## src/rtl/seg7_display_ctrl.sv

```systemverilog
// Multi-digit seven-segment driver: captures a value on load, shows it in hex or decimal
// (sequential double-dabble). Optional blink gating is built when SEG7_BLINK_EN is defined.
module seg7_display_ctrl #(
   parameter int NUM_DIGITS = 6,
   parameter int VALUE_W    = 24,
   parameter int BLINK_DIV  = 25000000
) (
   input  logic                    CLOCK_50,
   input  logic                    reset,
   input  logic [VALUE_W-1:0]      value,
   input  logic                    load,
   input  logic                    mode_dec,
   input  logic                    blank_lz,
   input  logic                    blink,
   output logic [7*NUM_DIGITS-1:0] hex_out,
   output logic                    busy,
   output logic                    overflow
);

   localparam int BCD_RAW = (VALUE_W * 302 + 999) / 1000 + 1;
   localparam int BCD_D   = (BCD_RAW > NUM_DIGITS) ? BCD_RAW : NUM_DIGITS;
   localparam int CW      = $clog2(VALUE_W + 1);
   localparam int XW      = (VALUE_W > 4 * NUM_DIGITS) ? VALUE_W : 4 * NUM_DIGITS;

   typedef enum logic [1:0] {IDLE, CONV, SHOW} state_t;

   state_t                    state, state_nxt;
   logic [VALUE_W-1:0]        val_r;
   logic                      dec_r, blz_r;
   logic [4*BCD_D-1:0]        bcd, adj, bcd_nxt;
   logic [CW-1:0]             cnt;
   logic [7*NUM_DIGITS-1:0]   disp, disp_nxt;
   logic                      ovf_r, ovf_nxt, hide, accept, last;
   logic [XW-1:0]             val_x;
   logic [3:0]                dig;
   logic                      lead, hovf, dovf;

   function automatic logic [6:0] seg7(input logic [3:0] d);
      case (d)
         4'h0: seg7 = 7'b1000000;
         4'h1: seg7 = 7'b1111001;
         4'h2: seg7 = 7'b0100100;
         4'h3: seg7 = 7'b0110000;
         4'h4: seg7 = 7'b0011001;
         4'h5: seg7 = 7'b0010010;
         4'h6: seg7 = 7'b0000010;
         4'h7: seg7 = 7'b1111000;
         4'h8: seg7 = 7'b0000000;
         4'h9: seg7 = 7'b0010000;
         4'hA: seg7 = 7'b0001000;
         4'hB: seg7 = 7'b0000011;
         4'hC: seg7 = 7'b1000110;
         4'hD: seg7 = 7'b0100001;
         4'hE: seg7 = 7'b0000110;
         default: seg7 = 7'b0001110;
      endcase
   endfunction

   // busy also gates acceptance so the cycle after SHOW cannot start a new decimal load
   assign accept = (state == IDLE) && load && !busy;
   assign last   = (cnt == CW'(VALUE_W - 1));

   always_ff @(posedge CLOCK_50 or posedge reset) begin
      if (reset) state <= IDLE;
      else       state <= state_nxt;
   end

   always_comb begin
      state_nxt = state;
      case (state)
         IDLE:    if (accept) state_nxt = mode_dec ? CONV : SHOW;
         CONV:    if (last) state_nxt = SHOW;
         SHOW:    state_nxt = IDLE;
         default: state_nxt = IDLE;
      endcase
   end

   // one shift-add-3 step: adjust every BCD digit >= 5, then shift in the next value MSB
   always_comb begin
      adj = bcd;
      for (int d = 0; d < BCD_D; d++)
         if (adj[4*d +: 4] >= 4'd5) adj[4*d +: 4] = adj[4*d +: 4] + 4'd3;
      bcd_nxt = (adj << 1) | {{(4*BCD_D-1){1'b0}}, val_r[VALUE_W-1]};
   end

   always_comb begin
      val_x    = XW'(val_r);
      hovf     = (val_x >> (4 * NUM_DIGITS)) != '0;
      dovf     = 1'b0;
      for (int k = NUM_DIGITS; k < BCD_D; k++)
         if (bcd[4*k +: 4] != 4'd0) dovf = 1'b1;
      ovf_nxt  = dec_r ? dovf : hovf;
      lead     = 1'b1;
      dig      = 4'd0;
      disp_nxt = '1;
      for (int k = NUM_DIGITS - 1; k >= 0; k--) begin
         dig = dec_r ? bcd[4*k +: 4] : val_x[4*k +: 4];
         if (dig != 4'd0) lead = 1'b0;
         if (ovf_nxt)                         disp_nxt[7*k +: 7] = 7'b0111111;
         else if (blz_r && lead && (k != 0))  disp_nxt[7*k +: 7] = 7'b1111111;
         else                                 disp_nxt[7*k +: 7] = seg7(dig);
      end
   end

   always_ff @(posedge CLOCK_50 or posedge reset) begin
      if (reset) begin
         val_r <= '0;
         dec_r <= 1'b0;
         blz_r <= 1'b0;
         bcd   <= '0;
         cnt   <= '0;
         disp  <= '1;
         ovf_r <= 1'b0;
         busy  <= 1'b0;
      end else begin
         busy <= (state != IDLE) && dec_r;
         if (accept) begin
            val_r <= value;
            dec_r <= mode_dec;
            blz_r <= blank_lz;
            bcd   <= '0;
            cnt   <= '0;
         end
         if (state == CONV) begin
            val_r <= val_r << 1;
            bcd   <= bcd_nxt;
            cnt   <= cnt + CW'(1);
         end
         if (state == SHOW) begin
            disp  <= disp_nxt;
            ovf_r <= ovf_nxt;
         end
      end
   end

`ifdef SEG7_BLINK_EN
   localparam int BW = $clog2(BLINK_DIV + 1);
   logic [BW-1:0] bcnt;
   logic          phase;

   always_ff @(posedge CLOCK_50 or posedge reset) begin
      if (reset) begin
         bcnt  <= '0;
         phase <= 1'b0;
      end else if (bcnt == BW'(BLINK_DIV - 1)) begin
         bcnt  <= '0;
         phase <= ~phase;
      end else begin
         bcnt  <= bcnt + BW'(1);
      end
   end

   assign hide = blink && phase;
`else
   logic unused_blink;
   assign unused_blink = blink ^ (BLINK_DIV == 0);
   assign hide         = 1'b0;
`endif

   always_ff @(posedge CLOCK_50 or posedge reset) begin
      if (reset) begin
         hex_out  <= '1;
         overflow <= 1'b0;
      end else begin
         hex_out  <= hide ? '1 : disp;
         overflow <= ovf_r;
      end
   end

endmodule

```

## config.mk

```make
export PLATFORM = sky130hd
export DESIGN_NAME = seg7_display_ctrl
export DESIGN_NICKNAME = d
export VERILOG_FILES = /design/src/rtl/seg7_display_ctrl.sv
export SDC_FILE = /design/constraint.sdc
export NUM_CORES = 1
export LEC_CHECK = 0
export CAP_MARGIN = 15
export CORE_UTILIZATION = 45
export CTS_BUF_LIST = sky130_fd_sc_hd__clkbuf_16
export CTS_CLUSTER_DIAMETER = 100
export DETAILED_ROUTE_END_ITERATION = 8
export GPL_TIMING_DRIVEN = 0
export MAX_ROUTING_LAYER = met4
export PLACE_DENSITY_LB_ADDON = 0.25
export SYNTH_ARGS = -nofsm -noshare
export SYNTH_HDL_FRONTEND = slang
export SYNTH_SLANG_ARGS = --single-unit
```

## constraint.sdc

```tcl
create_clock -name CLOCK_50 -period 9.62 [get_ports CLOCK_50]
set_input_delay 2.405 -clock CLOCK_50 [delete_from_list [all_inputs] [get_ports CLOCK_50]]
set_output_delay 2.405 -clock CLOCK_50 [all_outputs]
set_load 0.1 [all_outputs]
```

==> key figures, run 1 <==
STA
  • RSZ-0062 raised after global routing: no
  • Fin. Hold Viols: 0
  • Period Utilization, post-route: 47.4%
  • Relative slew slack: 34.6%
  • Total negative slack: 0 ns
  • Worst Max-Slew Pin Slew: 0.977 ns
  • Final setup violating endpoints: 0
  • Final min period: 4.56 ns
  • Fmax: 219 MHz
  • Slew Limit Fails: 0
  • Clock Skew: 0.00712 ns

Cells and area
  • Register area: 4010 sq um
  • # nets final: 1037
  • Fill count: 1640
  • Final core occ: 55.1%
  • Diodes inserted: 0
  • Area of the multi-input gates: 4060 sq um
  • Fraction of layout cells with a size suffix above 1: 16.3%
  • Fin area: 10000 sq um
  • Non-filler cells in the finished layout: 1192
  • Synth-to-Final Area Change: 18.7%

Critical path
  • Worst reg2reg endpoint: disp[11]
  • Kind of critical path: primary input to flip-flop
  • Most used cell, CP: clkbuf_1
  • Critical path launch point: load
  • WP buf/inv: 3
  • Slowest-stage cell, CP: nor4b_1
  • CP endpoint: val_r[2]
  • Worst path top cell family by delay: buffers and inverters
  • Worst Setup End Kind: flip-flop
  • Worst EP required: 9.97 ns
  • Crit. path cell count: 6
  • Worst Path Max Fanout: 10
  • Maximum single-stage delay on the critical path: 0.70 ns
  • Crit start category: primary input
  • Crit path DAT: 4.92 ns
  • Worst r2r src: dec_r
  • Crit path cell chain: clkdlybuf4s50_1, nor4b_1, clkbuf_1, clkbuf_1, nand2_1, a31oi_1
  • Worst r2r path cells: 9
  • Reg-to-reg slack, setup: 6.39 ns

Run status
  • Failing checks: design-rule violations
  • Status: finished with violations

Yosys
  • Asr flop ratio synth: 100%
  • Synth top area cells: dfstp_2, dfrtp_1, ha_1
  • Most used DFF post-synth: dfstp_2
  • Synth top area share: 26.2%
  • Avg Cell Area, Syn: 9.82 sq um
  • Synth area leader: dfstp_2
  • Cell Area, Synth: 8430 sq um
  • Cells after Synth: 858
  • Synth Register Bits: 156
  • Unique masters post-synth: 61
  • Post-synth EDFFs: 0
  • Ys Warns: 0
  • Post-synth net total: 945
  • Sequential share of the synthesized area: 47.6%

Die
  • Number of I/O pins: 74
  • Die X: 139 um
  • Die Ht: 139 um
  • Core Area: 18100 sq um
  • Initial Util: 46.4%
  • Core Rows: 49
  • Die Area: 19300 sq um

Route
  • Antenna viol nets, final: 0
  • Final Routed Wirelength: 20400 um
  • DRT Pass-1 Iters: 7
  • DRC: 16
  • Initial DRC Count: 600
  • Vias/cell: 5.62
  • Number of vias in the routed layout: 6700
  • Avg WL per Cell: 17.1 um

Clocking
  • H-tree depth: 4
  • Clock slew at reported path FFs: 0.07 ns
  • CTS sink count: 156
  • CTS Hold Bufs: 0
  • # resized after CTS: 0
  • Postcts setup bufs: 0
  • CTS Buf Count: 17
  • Clock Tree Root: clkbuf_16
  • Clock tree buffer depth: 2
  • TritonCTS clock tree: done
  • Skew-Pair Late Insertion Delay: 0.44 ns

Placement
  • HPWL after DPL: 14500 um
  • Cells after DPL: 1160
  • Placer congestion estimate: 0.907
  • PortBufs: 72
  • Post-DP Area: 9470 sq um

Global route
  • First-pass GRT wire length: 33200 um
  • Pin count of the biggest net entering global routing: 104
  • Initial antenna violation count: 0
  • Congestion Overflow GR: 0
  • Number of global-route vias before repair: 6295
  • Gr usage total: 23.0%

Worst hold path
  • Hold Crit Class: flip-flop to flip-flop

Flow run
  • Max Cap Viol: 0
[registers in the layout (all words and copies together) (netlist names)]
| signal | cells |
|---|---|
| state | 2 |
| hex_out | 42 |
| dec_r | 1 |
| val_r | 24 |
| cnt | 5 |
| blz_r | 1 |
| busy | 1 |
| overflow | 1 |
| bcd | 36 |
| ovf_r | 1 |
| disp | 42 |
[synthesized netlist by cell type, types with 6 or more instances]
master and number:
a211oi_1 6, a21oi_1 50, a221oi_1 6, a311oi_1 6, a31oi_1 34, a32o_1 9
clkbuf_1 28, dfrtp_1 72, dfstp_2 84, ha_1 57, inv_1 36, mux2_2 13
mux2i_1 27, nand2_1 118, nand2b_1 13, nand3_1 31, nor2_1 83, nor3_1 9
nor3b_1 7, o21ai_0 69, o22ai_1 6, o31ai_1 14, xnor2_1 9
[cell type report]
| cell class | instances | share of cell area (%) |
|---|---|---|
| Sequential cell | 156 | 40.1 |
| Tap cell | 229 | 2.86 |
| Multi-Input combinational cell | 622 | 40.6 |
| Clock buffer | 17 | 4.25 |
| Inverter | 36 | 1.40 |
| Buffer | 44 | 2.24 |
| Clock inverter | 15 | 1.10 |
| Timing Repair Buffer | 73 | 7.48 |
[per-layer routing]
layer | track usage [%] | wire [um]
met1 | 30.6 | 9420
met2 | 34.7 | 9350
met3 | 4.45 | 1160
met4 | 8.77 | 473
met5 | - | 0
[cell usage in the layout, fill, tap and decap left out, types with 5 or more instances in the layout]
master           synthesis  routed
buf_2                    5       5
a21oi_1                 50      50
a31oi_1                 34      34
o22ai_1                  6       6
dfrtp_1                 72      72
nor3_1                   9       9
nand2b_1                13      13
clkdlybuf4s50_1          0      72
a32o_1                   9       9
xnor2_1                  9       9
buf_1                    5       5
inv_1                   36      35
clkbuf_1                28      28
xor2_1                   5       5
a221oi_1                 6       6
clkbuf_16                0      17
inv_6                    0       6
nor3b_1                  7       7
dfstp_2                 84      84
ha_1                    57      57
mux2i_1                 27      27
a311oi_1                 6       6
nor2_1                  83      83
mux2_2                  13      13
o21ai_0                 69      69
o31ai_1                 14      14
a211oi_1                 6       6
nand2_1                118     118
nand3_1                 31      31
[how the worst min path moves through the flow]
stage          startpoint     endpoint  depth (start not counted)
2_1_floorplan       ovf_r     overflow                          0
3_3_place_gp     disp[27]  hex_out[27]                          0
3_5_place_dp      disp[8]   hex_out[8]                          0
4_1_cts           disp[8]   hex_out[8]                          0
5_1_grt          disp[27]  hex_out[27]                          0
6_report          disp[8]   hex_out[8]                          0
[cell families (layout without fill, tap and decap cells)]
family / count (synthesis) / after routing / synth area share [%]
XOR/XNOR: 14 / 14 / 1.46
AO/OA/AOI/OAI: 230 / 230 / 18.1
multiplexers: 42 / 42 / 5.48
buffers and inverters: 80 / 185 / 4.26
flip-flops: 156 / 156 / 47.6
adder cells (fa/ha/maj): 57 / 57 / 8.46
AND/OR/NAND/NOR: 279 / 279 / 14.7
[per-stage QoR]
stage | worst slack, ns | hold WS [ns]
finish | 5.06 | 0.364
global route | 4.95 | 0.370
CTS | 5.09 | 0.367
detailed placement | 4.63 | 0.356
global placement | 0.964 | 0.356
floorplan | 3.15 | 0.354
Power of run 1 is left out: the tool's default activity adds up to more than one toggle a clock period on the data nets, which glitch-free logic cannot reach.
==> run 2, diff against run 1 <==
==> constraint.sdc (replaced) <==
create_clock -name CLOCK_50 -period 3.7 [get_ports CLOCK_50]
set_input_delay 0.925 -clock CLOCK_50 [delete_from_list [all_inputs] [get_ports CLOCK_50]]
set_output_delay 0.925 -clock CLOCK_50 [all_outputs]
set_load 0.1 [all_outputs]
==> key figures, run 2 (synthesis results as in run 1) <==
Die
  • Core Area: 18100 sq um
  • Core Rows: 49
  • Initial Util: 46.4%
  • Die X: 139 um
  • Die Ht: 139 um
  • Number of I/O pins: 74
  • Die Area: 19300 sq um

Placement
  • Placer congestion estimate: 0.921
  • PortBufs: 72
  • Cells after DPL: 1163
  • Post-DP Area: 9520 sq um
  • HPWL after DPL: 14800 um

Route
  • Antenna viol nets, final: 0
  • DRC: 11
  • DRT Pass-1 Iters: 9
  • Vias/cell: 5.59
  • Number of vias in the routed layout: 6676
  • Initial DRC Count: 512
  • Final Routed Wirelength: 20700 um
  • Avg WL per Cell: 17.3 um

Cells and area
  • Commonest non-fill, non-tap cell in the layout: nand2_1
  • Synth-to-Final Area Change: 19.8%
  • Regs by FF count: disp (42), hex_out (42), bcd (36)
  • Fill count: 1610
  • Diodes inserted: 0
  • Fin area: 10100 sq um
  • # nets final: 1040
  • Fraction of layout cells with a size suffix above 1: 16.6%
  • Non-filler cells in the finished layout: 1195
  • Area of the multi-input gates: 4060 sq um
  • Register area: 4010 sq um
  • Most frequent cells in the layout: nand2_1, dfstp_2, nor2_1

STA
  • Clock Skew: 0.00984 ns
  • Fmax: 306 MHz
  • Period Utilization, post-route: 88.3%
  • Worst Max-Slew Pin Slew: 0.976 ns
  • Total negative slack: 0 ns
  • Final setup violating endpoints: 0
  • RSZ-0062 raised after global routing: no
  • Relative slew slack: 34.7%
  • Slew Limit Fails: 0
  • Final min period: 3.27 ns
  • Fin. Hold Viols: 0

Global route
  • Initial antenna violation count: 0
  • Number of global-route vias before repair: 6449
  • Congestion Overflow GR: 0
  • Gr usage total: 23.3%
  • First-pass GRT wire length: 34000 um
  • Pin count of the biggest net entering global routing: 48

Clocking
  • CTS sink count: 156
  • Postcts setup bufs: 0
  • Clock Tree Root: clkbuf_16
  • Clock tree buffer depth: 2
  • CTS Hold Bufs: 0
  • # resized after CTS: 0
  • H-tree depth: 4
  • CTS Buf Count: 17
  • Clock slew at reported path FFs: 0.07 ns
  • TritonCTS clock tree: done
  • Skew-Pair Late Insertion Delay: 0.43 ns

Worst hold path
  • Hold Crit Class: flip-flop to flip-flop

Critical path
  • Worst EP required: 4.06 ns
  • Reg-to-reg slack, setup: 0.43 ns
  • Crit start category: flip-flop
  • Worst Setup End Kind: flip-flop
  • Crit path DAT: 3.63 ns
  • Kind of critical path: flip-flop to flip-flop
  • Worst Path Max Fanout: 10

Run status
  • Failing checks: design-rule violations
  • Status: finished with violations

Flow run
  • Max Cap Viol: 0
[run 2: worst max-delay path, stage by stage, from the launching register on]
cell and delay (ns):
dfrtp_1 0.44, buf_6 0.20, buf_2 0.30, mux2i_1 0.51
ha_1 0.31, nor4b_1 0.44, o221ai_1 0.28, nor2_1 0.25
a31oi_1 0.25, a31oi_1 0.23
[run 2: path summary, 6_finish.rpt]
path	depth (start not counted)	from	to
min	0	disp[12]	hex_out[12]
max reg2reg	9	dec_r	disp[11]
max	9	dec_r	disp[11]
max in group asynchronous	5	reset	disp[12]
min in group asynchronous	3	reset	val_r[16]
min reg2reg	0	disp[12]	hex_out[12]
[run 2: layout make-up]
| class | count | share of cell area (%) |
|---|---|---|
| multi-input combinational | 622 | 40.2 |
| sequential | 156 | 39.7 |
| timing repair buffer | 76 | 7.93 |
| clock buffer | 17 | 4.21 |
| tap | 229 | 2.84 |
| buffer | 44 | 2.22 |
| clock inverter | 15 | 1.49 |
| inverter | 36 | 1.38 |
[run 2: stage by stage]
step	util [%]	hold slack [ns]	setup WS (ns)
after global routing	55.6	0.369	0.0757
after global placement	52.0	0.356	-0.464
final	55.6	0.362	0.434
after detailed placement	52.4	0.357	0.464
after floorplan	-	0.354	0.871
after CTS	55.6	0.363	0.433
[run 2: routing by layer]
| layer | global-route usage (%) | share of wire [%] |
|---|---|---|
| met3 | 3.38 | 5.0 |
| met5 | - | 0 |
| met1 | 31.4 | 47 |
| met4 | 7.19 | 1.7 |
| met2 | 36.3 | 47 |
Power of run 2 is left out for the same reason.
==> run 3, diff against run 2 <==
==> constraint.sdc (replaced) <==
create_clock -name CLOCK_50 -period 3.7 [get_ports CLOCK_50]
set_input_delay 0.925 -clock CLOCK_50 [delete_from_list [all_inputs] [get_ports CLOCK_50]]
set_output_delay 0.925 -clock CLOCK_50 [all_outputs]
set_load 0.01 [all_outputs]
==> results of run 3 <==
Same layout as run 2 (identical final DEF). Status: finished with violations: design-rule violations.
Power figures use the tool's default switching activity.
